--- src/rtl/dct_transpose_pkg.sv ---
// Shared types and constants for the DCT transpose stage.
package dct_transpose_pkg;

    localparam int DCT_BLK        = 8;
    localparam int DCT_DATA_WIDTH = 10;

    typedef struct packed {
        logic [DCT_DATA_WIDTH-1:0] data;
        logic                      valid;
    } dctPort_t;

    typedef enum logic {
        RD_IDLE = 1'b0,
        RD_READ = 1'b1
    } rd_state_t;

    // Row-major storage read in column-major order: row=cnt[2:0], col=cnt[5:3].
    function automatic logic [5:0] transpose_addr(input logic [5:0] cnt);
        return {cnt[2:0], cnt[5:3]};
    endfunction

endpackage

--- src/rtl/transpose_bank.sv ---
// One 64-entry sample bank: synchronous write, combinational read.
module transpose_bank #(
    parameter int DATA_WIDTH = 10,
    parameter int ADDR_WIDTH = 6
) (
    input  logic                  clk,
    input  logic                  we,
    input  logic [ADDR_WIDTH-1:0] waddr,
    input  logic [DATA_WIDTH-1:0] wdata,
    input  logic [ADDR_WIDTH-1:0] raddr,
    output logic [DATA_WIDTH-1:0] rdata
);

    localparam int DEPTH = 1 << ADDR_WIDTH;

    logic [DATA_WIDTH-1:0] mem [DEPTH];

    always_ff @(posedge clk) begin
        if (we) begin
            mem[waddr] <= wdata;
        end
    end

    assign rdata = mem[raddr];

endmodule

--- src/rtl/dct_transpose.sv ---
// Ping-pong 8x8 transpose buffer: row-major samples in, column-major samples out.
module dct_transpose
    import dct_transpose_pkg::*;
#(
    parameter int DATA_WIDTH = DCT_DATA_WIDTH,
    parameter int N          = DCT_BLK
) (
    input  logic     clk,
    input  logic     rst_n,
    input  logic     clr,
    input  dctPort_t in,
    output dctPort_t out,
    output logic     busy
);

    localparam logic [5:0] LAST = 6'(N * N - 1);

    rd_state_t             state;
    logic [5:0]            wcnt;
    logic [5:0]            rcnt;
    logic                  wbank;
    logic                  rbank;
    logic [1:0]            full;

    logic                  wr_en;
    logic                  wr_last;
    logic                  rd_en;
    logic                  rd_last;
    logic [1:0]            full_set;
    logic [1:0]            full_clr;
    logic [5:0]            raddr;
    logic [DATA_WIDTH-1:0] rdata_a;
    logic [DATA_WIDTH-1:0] rdata_b;
    logic [DATA_WIDTH-1:0] rdata;

    // A sample aimed at a still-full bank is dropped rather than corrupting it.
    always_comb begin
        wr_en    = in.valid & ~full[wbank];
        wr_last  = wr_en & (wcnt == LAST);
        rd_en    = (state == RD_READ) | full[rbank];
        rd_last  = rd_en & (rcnt == LAST);
        full_set = '0;
        full_clr = '0;
        if (wr_last) full_set[wbank] = 1'b1;
        if (rd_last) full_clr[rbank] = 1'b1;
        raddr    = transpose_addr(rcnt);
        rdata    = rbank ? rdata_b : rdata_a;
    end

    transpose_bank #(.DATA_WIDTH(DATA_WIDTH), .ADDR_WIDTH(6)) u_bank_a (
        .clk   (clk),
        .we    (wr_en & ~clr & ~wbank),
        .waddr (wcnt),
        .wdata (in.data),
        .raddr (raddr),
        .rdata (rdata_a)
    );

    transpose_bank #(.DATA_WIDTH(DATA_WIDTH), .ADDR_WIDTH(6)) u_bank_b (
        .clk   (clk),
        .we    (wr_en & ~clr & wbank),
        .waddr (wcnt),
        .wdata (in.data),
        .raddr (raddr),
        .rdata (rdata_b)
    );

    // Entry 0 is read in the IDLE cycle that first sees a full bank, giving the
    // two-cycle latency; a bank filling during the last read keeps READ seamless.
    always_ff @(posedge clk or negedge rst_n) begin
        if (!rst_n) begin
            state <= RD_IDLE;
            wcnt  <= '0;
            rcnt  <= '0;
            wbank <= 1'b0;
            rbank <= 1'b0;
            full  <= '0;
            out   <= '0;
        end else if (clr) begin
            state     <= RD_IDLE;
            wcnt      <= '0;
            rcnt      <= '0;
            wbank     <= 1'b0;
            rbank     <= 1'b0;
            full      <= '0;
            out.valid <= 1'b0;
        end else begin
            if (wr_en) begin
                wcnt <= wcnt + 6'd1;
                if (wr_last) wbank <= ~wbank;
            end
            full <= (full | full_set) & ~full_clr;
            if (rd_en) begin
                out.data  <= rdata;
                out.valid <= 1'b1;
                rcnt      <= rcnt + 6'd1;
                if (rd_last) begin
                    rbank <= ~rbank;
                    state <= (full[~rbank] | full_set[~rbank]) ? RD_READ : RD_IDLE;
                end else begin
                    state <= RD_READ;
                end
            end else begin
                out.valid <= 1'b0;
                state     <= RD_IDLE;
            end
        end
    end

    assign busy = (|full) | (state == RD_READ);

    overflow_drop: assert property (@(posedge clk) disable iff (!rst_n)
        !(in.valid && !clr && full[wbank]));

endmodule

--- config.mk ---
export PLATFORM = sky130hd
export DESIGN_NAME = dct_transpose
export DESIGN_NICKNAME = d
export VERILOG_FILES = /design/src/rtl/dct_transpose_pkg.sv /design/src/rtl/transpose_bank.sv /design/src/rtl/dct_transpose.sv
export SDC_FILE = /design/constraint.sdc
export NUM_CORES = 1
export LEC_CHECK = 0
export CAP_MARGIN = 30
export CORE_UTILIZATION = 59
export CTS_BUF_LIST = sky130_fd_sc_hd__clkbuf_4
export CTS_CLUSTER_DIAMETER = 80
export DETAILED_ROUTE_END_ITERATION = 6
export GPL_TIMING_DRIVEN = 0
export PLACE_DENSITY_LB_ADDON = 0.3
export SLEW_MARGIN = 10
export SYNTH_ARGS = -nofsm -noshare
export SYNTH_HDL_FRONTEND = slang
export SYNTH_SLANG_ARGS = --single-unit
--- constraint.sdc ---
create_clock -name clk -period 2.4 [get_ports clk]
set_input_delay 0.48 -clock clk [delete_from_list [all_inputs] [get_ports clk]]
set_output_delay 0.48 -clock clk [all_outputs]
set_load 0.005 [all_outputs]
; ---- Word level (Yosys, flattened, before mapping)
; Memory sizes are Yosys's and may differ from the RTL's.
; Index checks and enable logic that the tools add are counted.
[classes]
n_div = 0
eq_ne = 2
shift = 0
n_mul = 0
n_bitwise = 16
reduce_logical = 10
magnitude_cmp = 5
addsub = 2
muxes = 36
[ops]
columns = cell, n
row1 = two-way mux 1 bit, 26
row2 = two-way mux 6 bit, 4
row3 = adder 6 x 1 -> 6 bit (second input constant), 2
row4 = == test 6 bit (second input constant), 2
row5 = two-way mux 10 bit, 1
row6 = nonzero test 2 bit, 4
row7 = AND 1 bit, 6
row8 = < comparator 1 x 2 -> 1 bit (second input constant), 3
row9 = two-way mux 2 bit, 3
row10 = AND reduction 2 bit, 3
row11 = inverter 1 bit, 4
row12 = bitwise OR 1 bit, 3
row13 = AND 2 bit, 1
row14 = demux 1 bit (select 1 bit), 2
row15 = greater-or-equal comparator 1 bit (second input constant), 2
row16 = logical AND 1 bit, 2
row17 = inverter 2 bit, 1
row18 = bitwise OR 2 bit, 1
row19 = OR reduction 2 bit, 1
[word_totals]
latch_bits = 0
mem_bits_rw = 1280
regBits = 28
rom_bits = 0
wordCells = 81
n_memories = 2
output_inout_bits = 12
in_bits = 14
[mem_list]
columns = memory, depth, word_bits, read_ports, rd_ports_with_merged_regs, write_ports, line_no
row1 = u_bank_a.mem, 64, 10, 1, 0, 1, transpose_bank.sv:16  ; logic [DATA_WIDTH-1:0] mem [DEPTH];
row2 = u_bank_b.mem, 64, 10, 1, 0, 1, transpose_bank.sv:16

; ---- Logic depth before layout (Yosys ltp)
[depth]
word_depth = 13
depth_mapped = 10

; ---- Cells and area by module
; From an unflattened synthesis, not the netlist that was laid out.
[unflattened]
cells_unflattened = 2348
hier_area_um2 = 51236.6
[by_module_without_submodules]
columns = module, n_inst, area_each_um2, seq_area_each_um2, cells_each
row1 = transpose_bank, 2, 24901.4, 19218.4, 1108
row2 = dct_transpose, 1, 1433.9, 700.7, 132

; ---- Worst setup path before layout
; Ideal clock, no wire load.
[synth_path]
path_kind = register to register
from = reg wbank
to = mem u_bank_b.mem[31][0] (enable)
stages_incl_launch_ff = 5
path_buffers = 0
t_arrival_ns = 2.104
path_slack_ns = -0.096
synth_period_minus_slack_ns = 2.496
required_time_ns = 2.008
path_cell_list = dfrtp_1 mux2i_1 nand2_1 nor3_2 nor3b_1
[synth_between]
elab_chain_cells = 8
[synth_lines]
columns = element, line_no
row1 = start: declaration, dct_transpose.sv:21  ; logic wbank;
row2 = start signal: assignment, dct_transpose.sv:90  ; if (wr_last) wbank <= ~wbank;
row3 = two-way mux 1 bit (not written as such) (2 in series), dct_transpose.sv:38  ; wr_en = in.valid & ~full[wbank];
row4 = inverter 1 bit, dct_transpose.sv:38
row5 = AND 1 bit, dct_transpose.sv:38
row6 = AND 1 bit, dct_transpose.sv:61  ; .we (wr_en & ~clr & wbank),
row7 = AND 1 bit (*), dct_transpose.sv:61
row8 = two-way mux 1 bit (*), transpose_bank.sv:19  ; if (we) begin
row9 = two-way mux 1 bit (not written as such) (*), transpose_bank.sv:20  ; mem[waddr] <= wdata;
row10 = end: declaration, transpose_bank.sv:16
; Every way passes the cells marked *; elsewhere a longest branch is shown, timed or not. The select of a mux whose other input is x is not followed.

; ---- Worst setup path in the final report
[layout_path]
from = reg rcnt[3]
to = reg out[8] in the netlist's numbering
[layout_between]
elab_chain_cells = 2
word_cells_on_any_way = 3
[layout_lines]
columns = element, line_no
row1 = start: declaration, dct_transpose.sv:20  ; logic [5:0] rcnt;
row2 = start signal: assignment, dct_transpose.sv:96  ; rcnt <= rcnt + 6'd1;
row3 = memory read (64 x 10 bit), --
row4 = two-way mux 10 bit (*), dct_transpose.sv:47  ; rdata = rbank ? rdata_b : rdata_a;
row5 = end: declaration, dct_transpose.sv:12  ; output dctPort_t out,
; Every way passes the cells marked *; elsewhere a longest branch is shown, timed or not.
; A chain may end at the register's enable or synchronous reset.

==> flow_summary.yaml <==
clock_network:
  cts_tree: "built"
  clk_pin_slew_ns: 0.07
  h-tree-depth: 5
  numCtsBuffers: 333
  cts_sinks: 1308
  clockBufferDepth: 4
  cts_root_buf: "clkbuf_4"
  clk_latency_ns: 1.20
detailed_routing:
  vias: 29835
  via_per_inst: 6.588
  ant_nets: 0
  wl_per_cell_um: 32.47
  drc: 12
  drt_iter0_markers: 4488
  wirelength_um: 147100
  firstDrtPassIters: 7
global_routing:
  antenna_found_initial: 2
  grtUsageTotal: 0.3416
  grt_max_degree: 97
  grt_pass1_wl_um: 206200
  grt_pass1_vias: 30010
  overflow: 0
timing:
  skew_ns: 0.1091
  fmax_mhz: 383.5
  fin_crit_ns: 2.608
  tightest_slew_ns: 0.8569
  slew_headroom: 0.4288
  finalHoldViolCount: 0
  slew_violations: 0
  min_period_over_period: 1.087
  rsz0062_at_grt: "true"
  finalSetupViolCount: 11
  whs_ns: 0.1387
  final.setup.worst_slack_ns: -0.2079
power:
  vdd_drop_max_mv: 0.6347
  power.leakage_nw: 19.41
  power_density_mw_per_mm2: 715.0
  power_mw: 44.19
worst_setup_path:
  crit_required_ns: 3.52
  critPathMaxFanout: 11
  start_kind: "flop"
  worstPathArrival_ns: 3.73
  path_class: "reg2reg"
  worstSetupEndpointType: "flop"
synthesis:
  synth_warnings: 0
  yosysSeqAreaShare: 0.7713
  synth.distinct_cells: 43
  synth_flop_cell: "edfxtp_1"
  async_flop_share: 0.02141
  synth_seq_cells: 1308
  syn_avg_cell_area_um2: 19.61
  synth-edff-count: 1280
  syn_nets: 2603
  netlist_instances: 2587
  synthesis.area_mm2: 0.05074
placed_design:
  pre_cts_slack_ns: -1.674
  port_buffers: 25
  placed_cell_area_mm2: 0.05335
  place_congestion: 1.022
  dp_hpwl_um: 93210
cells_and_area:
  final_nets: 3189
  mostFrequentLayoutCell: "edfxtp_1"
  syn_to_final_growth_pct: 21.79
  n_fill_cell: 4919
  final_cell_area_mm2: 0.06180
  final_util: 0.7258
  final_cell_mix: "1280 x edfxtp_1, 494 x clkbuf_4, 252 x mux2i_1, 191 x mux4_2, 157 x buf_4"
  drive_above_1_share: 0.4119
floorplanning:
  chipHeight_um: 295.3
  die_area_mm2: 0.08718
  coreArea_mm2: 0.08515
  rows: 107
  die_x_um: 295.3
  initial_core_util: 0.5959
  pin_count: 26
worst_hold_path:
  holdCritPathClass: "in2reg"
run:
  cap_violations: 0
status:
  outcome: "complete, but fails checks"
  violations: "design-rule violations, negative setup slack"
## through the flow
stage / instances / setup TNS [ns]
after floorplan: 2587 / -25.32
after global placement: 3756 / -4954.26
after detailed placement: 3836 / -1467.23
after CTS: 4487 / -0.5177
after global routing: 4529 / -1.259
final: 4529 / -1.158
## final cells by class
| class | instances | area [µm²] | share of cell area |
|---|---|---|---|
| diodes | 1 | 2.502 | 0.00004049 |
| plain buffers | 138 | 1323 | 0.02140 |
| clock buffers | 481 | 3611 | 0.05843 |
| clock inverters | 65 | 365.4 | 0.005912 |
| inverters | 10 | 40.04 | 0.0006479 |
| multi-input cells | 1117 | 12840 | 0.2079 |
| flip-flops and latches | 1308 | 39150 | 0.6334 |
| well taps | 1144 | 1431 | 0.02316 |
| repair buffers | 265 | 3035 | 0.04912 |
## registers in the layout (all words and copies together) (netlist names)
register,flops
wbank,1
u_bank_b.mem,640
state,1
out,11
full,2
rcnt,6
wcnt,6
u_bank_a.mem,640
rbank,1
## kinds of logic after synthesis
family          synth area share
flops                     0.7713
mux                       0.1407
simple gates             0.03583
compound gates           0.03114
buf+inv                  0.01842
xor+xnor                0.002071
fa+ha+maj              0.0004931
## report_power, final
group,internal [mW],switching [mW]
sequential,25.1,0.0158
clock,9.55,8.81
combinational,0.152,0.588
total,34.8,9.42
## synthesized netlist by cell type, types with 14 or more instances
| master | instances | share of area |
|---|---|---|
| buf_6 | 28 | 0.0062 |
| edfxtp_1 | 1280 | 0.76 |
| nor2_1 | 179 | 0.013 |
| o21ai_0 | 22 | 0.0022 |
| mux4_2 | 191 | 0.085 |
| mux2_2 | 14 | 0.0031 |
| buf_2 | 30 | 0.0030 |
| nand3_1 | 52 | 0.0051 |
| o22ai_1 | 95 | 0.012 |
| dfrtp_1 | 28 | 0.014 |
| nor3_1 | 52 | 0.0051 |
| a21oi_1 | 19 | 0.0019 |
| buf_1 | 18 | 0.0013 |
| mux2i_1 | 268 | 0.053 |
| nor4_1 | 30 | 0.0037 |
| a22oi_1 | 60 | 0.0089 |
| clkbuf_1 | 61 | 0.0045 |
| o221ai_1 | 24 | 0.0041 |
| nand2_1 | 29 | 0.0021 |
## final timing paths
| path | startpoint | endpoint | slack (ns) | cells past startpoint |
|---|---|---|---|---|
| worst min register to register | out[8] | out[8] | 0.58 | 2 |
| worst max-delay path | rcnt[3] | out[8] | -0.21 | 10 |
| worst max register to register | rcnt[3] | out[8] | -0.21 | 10 |
| worst min-delay path | in[0] | wcnt[1] | 0.14 | 3 |
| max in group asynchronous | rst_n | rcnt[3] | 1.79 | 4 |
| min in group asynchronous | rst_n | out[1] | 0.33 | 4 |
## repair_timing
item                       in CTS  in global routing
pin swaps                     105                 56
setup buffers                 110                 40
hold buffers                   13                  0
resized for setup             631                 92
hold endpoints to repair      613                  0
cloned                          0                  1
setup endpoints to repair    1300                722
## worst max-delay path, cell delays in order, from the launching register on
cell,delay (ns)
dfrtp_2,0.45
buf_12,0.15
buf_12,0.17
buf_16,0.17
buf_12,0.16
mux2i_1,0.15
o22ai_1,0.23
nor3_2,0.14
nor4_4,0.62
o221ai_1,0.23
nand3_1,0.12
## metal layers
layer  share of wire  up-vias  track usage
met5         0.00027        -            0
met4           0.065        4       0.2124
met3            0.13      457       0.1020
met2            0.46     2378       0.5081
met1            0.35    15036       0.4467
li1                -    11960            -
Power figures use the tool's default switching activity.
